--- src/rtl/if_fetch_stage_if.sv ---
// Bus bundle between the instruction-fetch stage and its neighbours:
// the hazard/branch inputs from ID, the instruction memory port and the
// IF/ID pipeline register outputs. The fetch stage uses the master view,
// and everything around it (ID stage, memory, bench) uses the slave view.
interface if_fetch_stage_if;
    logic        stall;
    logic        branch_taken;
    logic [31:0] branch_target;
    logic [31:0] imem_addr;
    logic [31:0] imem_rdata;
    logic [31:0] if_id_pc;
    logic [31:0] if_id_pc4;
    logic [31:0] if_id_instr;
    logic        if_id_valid;
    logic        redirect_pending;
    logic [31:0] stall_cycles;

    modport master (
        input  stall, branch_taken, branch_target, imem_rdata,
        output imem_addr, if_id_pc, if_id_pc4, if_id_instr, if_id_valid,
               redirect_pending, stall_cycles
    );

    modport slave (
        output stall, branch_taken, branch_target, imem_rdata,
        input  imem_addr, if_id_pc, if_id_pc4, if_id_instr, if_id_valid,
               redirect_pending, stall_cycles
    );
endinterface

--- src/rtl/if_fetch_stage.sv ---
// Instruction-fetch stage: owns the PC, addresses instruction memory and
// loads the IF/ID register. Freezes under ID stalls, buffers a redirect that
// arrives during a stall, and counts stalled cycles (saturating).
module if_fetch_stage #(
    parameter logic [31:0] RESET_PC   = 32'h0040_0000,
    parameter logic [31:0] NOP_INSTR  = 32'h0000_0000,
    parameter int          DELAY_SLOT = 1
) (
    input  logic           clk,
    input  logic           rst,
    if_fetch_stage_if.master bus
);

    // Without a delay slot the instruction fetched alongside a redirect is
    // on the wrong path and has to become a bubble.
    localparam bit FLUSH_ON_REDIRECT = (DELAY_SLOT == 0);

    logic [31:0] pc_q, pc_d;
    logic [31:0] ifIdPc_q, ifIdPc_d;
    logic [31:0] ifIdPc4_q, ifIdPc4_d;
    logic [31:0] ifIdInstr_q, ifIdInstr_d;
    logic        ifIdValid_q, ifIdValid_d;
    logic        pending_q, pending_d;
    logic [31:0] pendTarget_q, pendTarget_d;
    logic [31:0] stallCnt_q, stallCnt_d;

    logic [31:0] pcPlus4;
    logic [31:0] alignedTarget;
    logic        redirect;

    assign pcPlus4       = pc_q + 32'd4;
    assign alignedTarget = bus.branch_target & ~32'h0000_0003;

    // Next-state selection: a stall freezes everything except redirect
    // buffering and the stall counter; otherwise a live redirect beats a
    // buffered one, which beats sequential fetch.
    always_comb begin
        pc_d         = pc_q;
        ifIdPc_d     = ifIdPc_q;
        ifIdPc4_d    = ifIdPc4_q;
        ifIdInstr_d  = ifIdInstr_q;
        ifIdValid_d  = ifIdValid_q;
        pending_d    = pending_q;
        pendTarget_d = pendTarget_q;
        stallCnt_d   = stallCnt_q;
        redirect     = 1'b0;

        if (bus.stall) begin
            if (bus.branch_taken) begin
                pending_d    = 1'b1;
                pendTarget_d = alignedTarget;
            end
            if (stallCnt_q != 32'hFFFF_FFFF) begin
                stallCnt_d = stallCnt_q + 32'd1;
            end
        end else begin
            if (bus.branch_taken) begin
                pc_d     = alignedTarget;
                redirect = 1'b1;
            end else if (pending_q) begin
                pc_d     = pendTarget_q;
                redirect = 1'b1;
            end else begin
                pc_d = pcPlus4;
            end
            pending_d = 1'b0;

            ifIdPc_d  = pc_q;
            ifIdPc4_d = pcPlus4;
            if (redirect && FLUSH_ON_REDIRECT) begin
                ifIdInstr_d = NOP_INSTR;
                ifIdValid_d = 1'b0;
            end else begin
                ifIdInstr_d = bus.imem_rdata;
                ifIdValid_d = 1'b1;
            end
        end
    end

    // State registers; reset lands immediately so a stalled or redirecting
    // pipeline returns to a clean fetch from RESET_PC.
    always_ff @(posedge clk or posedge rst) begin
        if (rst) begin
            pc_q         <= RESET_PC;
            ifIdPc_q     <= 32'h0;
            ifIdPc4_q    <= 32'h0;
            ifIdInstr_q  <= NOP_INSTR;
            ifIdValid_q  <= 1'b0;
            pending_q    <= 1'b0;
            pendTarget_q <= 32'h0;
            stallCnt_q   <= 32'h0;
        end else begin
            pc_q         <= pc_d;
            ifIdPc_q     <= ifIdPc_d;
            ifIdPc4_q    <= ifIdPc4_d;
            ifIdInstr_q  <= ifIdInstr_d;
            ifIdValid_q  <= ifIdValid_d;
            pending_q    <= pending_d;
            pendTarget_q <= pendTarget_d;
            stallCnt_q   <= stallCnt_d;
        end
    end

    assign bus.imem_addr        = pc_q;
    assign bus.if_id_pc         = ifIdPc_q;
    assign bus.if_id_pc4        = ifIdPc4_q;
    assign bus.if_id_instr      = ifIdInstr_q;
    assign bus.if_id_valid      = ifIdValid_q;
    assign bus.redirect_pending = pending_q;
    assign bus.stall_cycles     = stallCnt_q;

endmodule

--- src/flat_wrapper.sv ---
// flat-port wrapper written by rule: the top's interface ports become plain ports
module if_fetch_stage_flat 
#(
    parameter logic [31:0] RESET_PC   = 32'h0040_0000,
    parameter logic [31:0] NOP_INSTR  = 32'h0000_0000,
    parameter int          DELAY_SLOT = 1
)
  (clk, rst, bus_stall, bus_branch_taken, bus_branch_target, bus_imem_rdata, bus_imem_addr, bus_if_id_pc, bus_if_id_pc4, bus_if_id_instr, bus_if_id_valid, bus_redirect_pending, bus_stall_cycles);
  if_fetch_stage_if bus_i ();
  input  logic clk;
  input  logic rst;
  input wire logic [$bits(bus_i.stall)-1:0] bus_stall;
  input wire logic [$bits(bus_i.branch_taken)-1:0] bus_branch_taken;
  input wire logic [$bits(bus_i.branch_target)-1:0] bus_branch_target;
  input wire logic [$bits(bus_i.imem_rdata)-1:0] bus_imem_rdata;
  output wire logic [$bits(bus_i.imem_addr)-1:0] bus_imem_addr;
  output wire logic [$bits(bus_i.if_id_pc)-1:0] bus_if_id_pc;
  output wire logic [$bits(bus_i.if_id_pc4)-1:0] bus_if_id_pc4;
  output wire logic [$bits(bus_i.if_id_instr)-1:0] bus_if_id_instr;
  output wire logic [$bits(bus_i.if_id_valid)-1:0] bus_if_id_valid;
  output wire logic [$bits(bus_i.redirect_pending)-1:0] bus_redirect_pending;
  output wire logic [$bits(bus_i.stall_cycles)-1:0] bus_stall_cycles;
  assign bus_i.stall = bus_stall;
  assign bus_i.branch_taken = bus_branch_taken;
  assign bus_i.branch_target = bus_branch_target;
  assign bus_i.imem_rdata = bus_imem_rdata;
  assign bus_imem_addr = bus_i.imem_addr;
  assign bus_if_id_pc = bus_i.if_id_pc;
  assign bus_if_id_pc4 = bus_i.if_id_pc4;
  assign bus_if_id_instr = bus_i.if_id_instr;
  assign bus_if_id_valid = bus_i.if_id_valid;
  assign bus_redirect_pending = bus_i.redirect_pending;
  assign bus_stall_cycles = bus_i.stall_cycles;
  if_fetch_stage #(.RESET_PC(RESET_PC), .NOP_INSTR(NOP_INSTR), .DELAY_SLOT(DELAY_SLOT)) u_core (.clk(clk), .rst(rst), .bus(bus_i));
endmodule
--- config.mk ---
export PLATFORM = sky130hd
export DESIGN_NAME = if_fetch_stage_flat
export DESIGN_NICKNAME = d
export VERILOG_FILES = /design/src/rtl/if_fetch_stage_if.sv /design/src/rtl/if_fetch_stage.sv /design/src/flat_wrapper.sv
export SDC_FILE = /design/constraint.sdc
export NUM_CORES = 1
export LEC_CHECK = 0
export CORE_UTILIZATION = 44
export CTS_CLUSTER_SIZE = 8
export DETAILED_ROUTE_END_ITERATION = 6
export HOLD_SLACK_MARGIN = 0.05
export PLACE_DENSITY = 0.77
export SLEW_MARGIN = 40
export SYNTH_ARGS = -nofsm -noshare
export SYNTH_HDL_FRONTEND = slang
export SYNTH_SLANG_ARGS = --single-unit
export TNS_END_PERCENT = 1
--- constraint.sdc ---
create_clock -name clk -period 6.28 [get_ports clk]
set_clock_uncertainty 0.2 [all_clocks]
set_input_delay 0.942 -clock clk [delete_from_list [all_inputs] [get_ports clk]]
set_output_delay 0.942 -clock clk [all_outputs]
set_load 0.005 [all_outputs]
==> qor.txt <==
H-tree Lvls -> 4
vias in the first global route -> 6303
initial antenna violation count -> 0
GRT Resource Usage Total -> 22.0%
Num CTS Buffers -> 17
postcts setup bufs -> 0
Gate power share -> 21.6%
Detailed Routing Iterations Pass 1 -> 5
post-synthesis sequential area ratio -> 54.6%
setup violators final -> 0
Final Cycle Share -> 46.7%
IO Pins -> 230
fin worst setup slack -> 3.34 ns
most common cell after layout, fill and taps aside -> clkdlybuf4s50_1
filler instances -> 1562
Layout Nets -> 1014
switch share -> 27.1%
Final Hold Vio Count -> 0
hold path startpoint -> u_core.bus.if_id_pc[15]
CP Cell Sequence -> clkdlybuf4s50_1
PostCTS Resize Cnt -> 0
Netlist Area Pre-Place -> 8530 um2
die span in y -> 141 um
final core utilization -> 61.0%
Tightest Pin Transition -> 0.757 ns
worst setup path start -> u_core.bus.redirect_pending
via count -> 6500
clk root buf -> clkbuf_16
Slew Limit Fails -> 0
RSZ-0062 raised after global routing -> false
Hold Path Cell Cnt -> 2
clock power share -> 31.4%
Worst Path Max Fanout -> 23
Total Wirelength -> 21.3 mm
worst hold slack -> 0.281 ns
dpl hpwl -> 15.0 mm
clock latency at the later pin of the worst-skew pair -> 0.43 ns
Rows -> 50
Cells after Synth -> 740
CTS clk-pin slew, worst paths -> 0.07 ns
Syn. warnings -> 0
Crit Path Category -> reg -> out
CP required -> 5.14 ns
1st-iter DRT viols -> 412
RePlAce Congestion -> 0.886
sum of negative setup slack -> 0 ns
Worst path top cell family by delay -> flip-flops
clock buffer depth -> 2
Crit. End Element -> primary output
GRT overflow -> 0
worst r2r src -> u_core.bus.imem_addr[6]
Primary FF master, synth -> dfrtp_1
Die Area -> 19900 um2
Syn Area/Cell -> 11.5 um2
Post-synth EDFFs -> 0
r2r endpoint -> u_core.bus.imem_addr[30]
Slowest cell on crit path -> dfrtp_2
Hold Path Class -> reg -> reg
commonest cells after routing, fill and taps aside -> clkdlybuf4s50_1 (220), dfrtp_1 (184), mux2_2 (97)
worst r2r path cells -> 5
Initial Util -> 45.3%
FF+latch area -> 4660 um2
sequential share of power -> 47.0%
Bufs and invs on worst path -> 1
VDD IR-drop max -> 0.213 mV
WL/cell -> 17.5 um
area delta synth->final -> 34.8%
CTS tree -> yes
largest net degree at the start of global routing -> 110
share of layout cells above drive strength 1 -> 16.5%
core footprint -> 18800 um2
final instance area -> 11500 um2
chip width -> 141 um
pwr dens -> 283 nW/um2
Synth cell types -> 56
Multi-input gate area -> 3630 um2
ANT nets after route -> 0
Crit path largest cell delay -> 0.73 ns
switching power total -> 0.882 mW
# hold bufs at CTS -> 0
number of remaining DRC errors -> 0
FFs w/ async S/R, synth -> 100%
status -> finished, final reports clean
Slew Limit Headroom -> 49.5%
placed inst area -> 10900 um2
pre-CTS WS -> 2.89 ns
clk sinks -> 186
R2R setup slack -> 3.61 ns
Worst EP arrival -> 1.79 ns
fmax -> 341 MHz
internal power -> 2.37 mW
global-route wire length before repair -> 34.0 mm
n_diodes -> 0
total leakage power -> 4.80 nW
Max Cap Viol -> 0
Vias per Instance -> 5.35
Startpoint Class -> flop
Hold Path End -> u_core.bus.if_id_pc[15]
Final min period -> 2.94 ns
Yosys reg bits -> 186
Buffers on Ports -> 221
[stage by stage]
step | power, mW | std cells
2_1_floorplan | 1.82 | 745
3_3_place_gp | 2.24 | 1185
3_5_place_dp | 2.26 | 1185
4_1_cts | 3.29 | 1216
5_1_grt | 3.41 | 1216
6_report | 3.26 | 1216
[cell type report]
cell class	instances	area share, %
clock inverters	11	0.838
inverters	15	0.555
multi-input cells	497	31.6
flip-flops and latches	186	40.5
clock buffers	20	3.97
well taps	260	2.83
repair buffers	227	19.7
[synthesized netlist by cell type, drive strengths merged (2+ instances only)]
cell,n,area [um2]
or4,3,30.0
a22oi,9,67.6
mux2i,10,100
and3,7,43.8
a221o,2,20.0
inv,15,56.3
dfrtp,185,4630
and4,8,70.1
a221oi,3,26.3
buf,13,76.3
o21bai,9,67.6
a22o,9,78.8
nor2b,3,18.8
nand3,21,105
and2,3,18.8
clkbuf,34,128
o2bb2ai,8,70.1
a21oi,22,110
nand2,59,221
nand4,10,75.1
nor3,13,76.3
a31oi,4,25.0
o21ai,49,245
mux2,97,1090
xor2,22,193
nand2b,2,12.5
xnor2,33,289
a21o,2,15.0
or3,2,17.5
or2,4,25.0
nor2,44,165
a222oi,5,50.1
ha,2,25.0
o22ai,2,12.5
nor4,13,125
[state kept, by name, summed over array words and instances (netlist names)]
signal and flops:
u_core.bus.stall_cycles 32, u_core.bus.if_id_instr 32, u_core.bus.imem_addr 30, u_core.bus.if_id_pc 30
u_core.bus.redirect_pending 1, u_core.pendTarget_q 30, u_core.bus.if_id_valid 1, u_core.bus.if_id_pc4 30
[worst max path at each step]
stage	depth (start not counted)	end	slack, ns
2_1_floorplan	1	u_core.bus.if_id_instr[0]	0.08
3_3_place_gp	6	u_core.bus.stall_cycles[28]	2.88
3_5_place_dp	7	u_core.bus.imem_addr[19]	2.89
4_1_cts	6	u_core.bus.stall_cycles[28]	3.33
5_1_grt	6	u_core.bus.stall_cycles[28]	3.16
6_report	1	bus_redirect_pending	3.34
[power by group through the flow]
stage | Sequential (mW) | Combinational, mW | Clock, mW
after floorplan | 1.52 | 0.298 | 0
after detailed placement | 1.55 | 0.709 | 0
after global placement | 1.54 | 0.697 | 0
after global routing | 1.56 | 0.764 | 1.09
final | 1.53 | 0.703 | 1.02
after CTS | 1.53 | 0.713 | 1.05
[worst register-to-register path, cell delays in order, from the launching register on]
cell     delay, ns
dfrtp_1       0.52
and4_1        0.34
nand4_2       0.38
or4b_4        0.69
o31a_1        0.29
o22ai_1       0.16
[kinds of logic (layout without fill, tap and decap cells)]
group / after synthesis / in the layout / synth area share [%]
compound gates: 131 / 131 / 10.1
mux: 107 / 107 / 14.0
flops: 186 / 186 / 54.6
xor+xnor: 55 / 55 / 5.65
other cells: 1 / 6 / 0.0440
buf+inv: 62 / 273 / 3.05
fa+ha+maj: 2 / 2 / 0.293
simple gates: 196 / 196 / 12.3
[per-layer routing]
metal | vias to the layer above | routed length (um) | track usage [%]
li1 | 3041 | - | -
met2 | 235 | 9840 | 33.8
met5 | - | 0 | 0
met4 | 0 | 187 | 5.72
met1 | 3210 | 9530 | 30.0
met3 | 14 | 1710 | 6.93
Power figures use the tool's default switching activity.
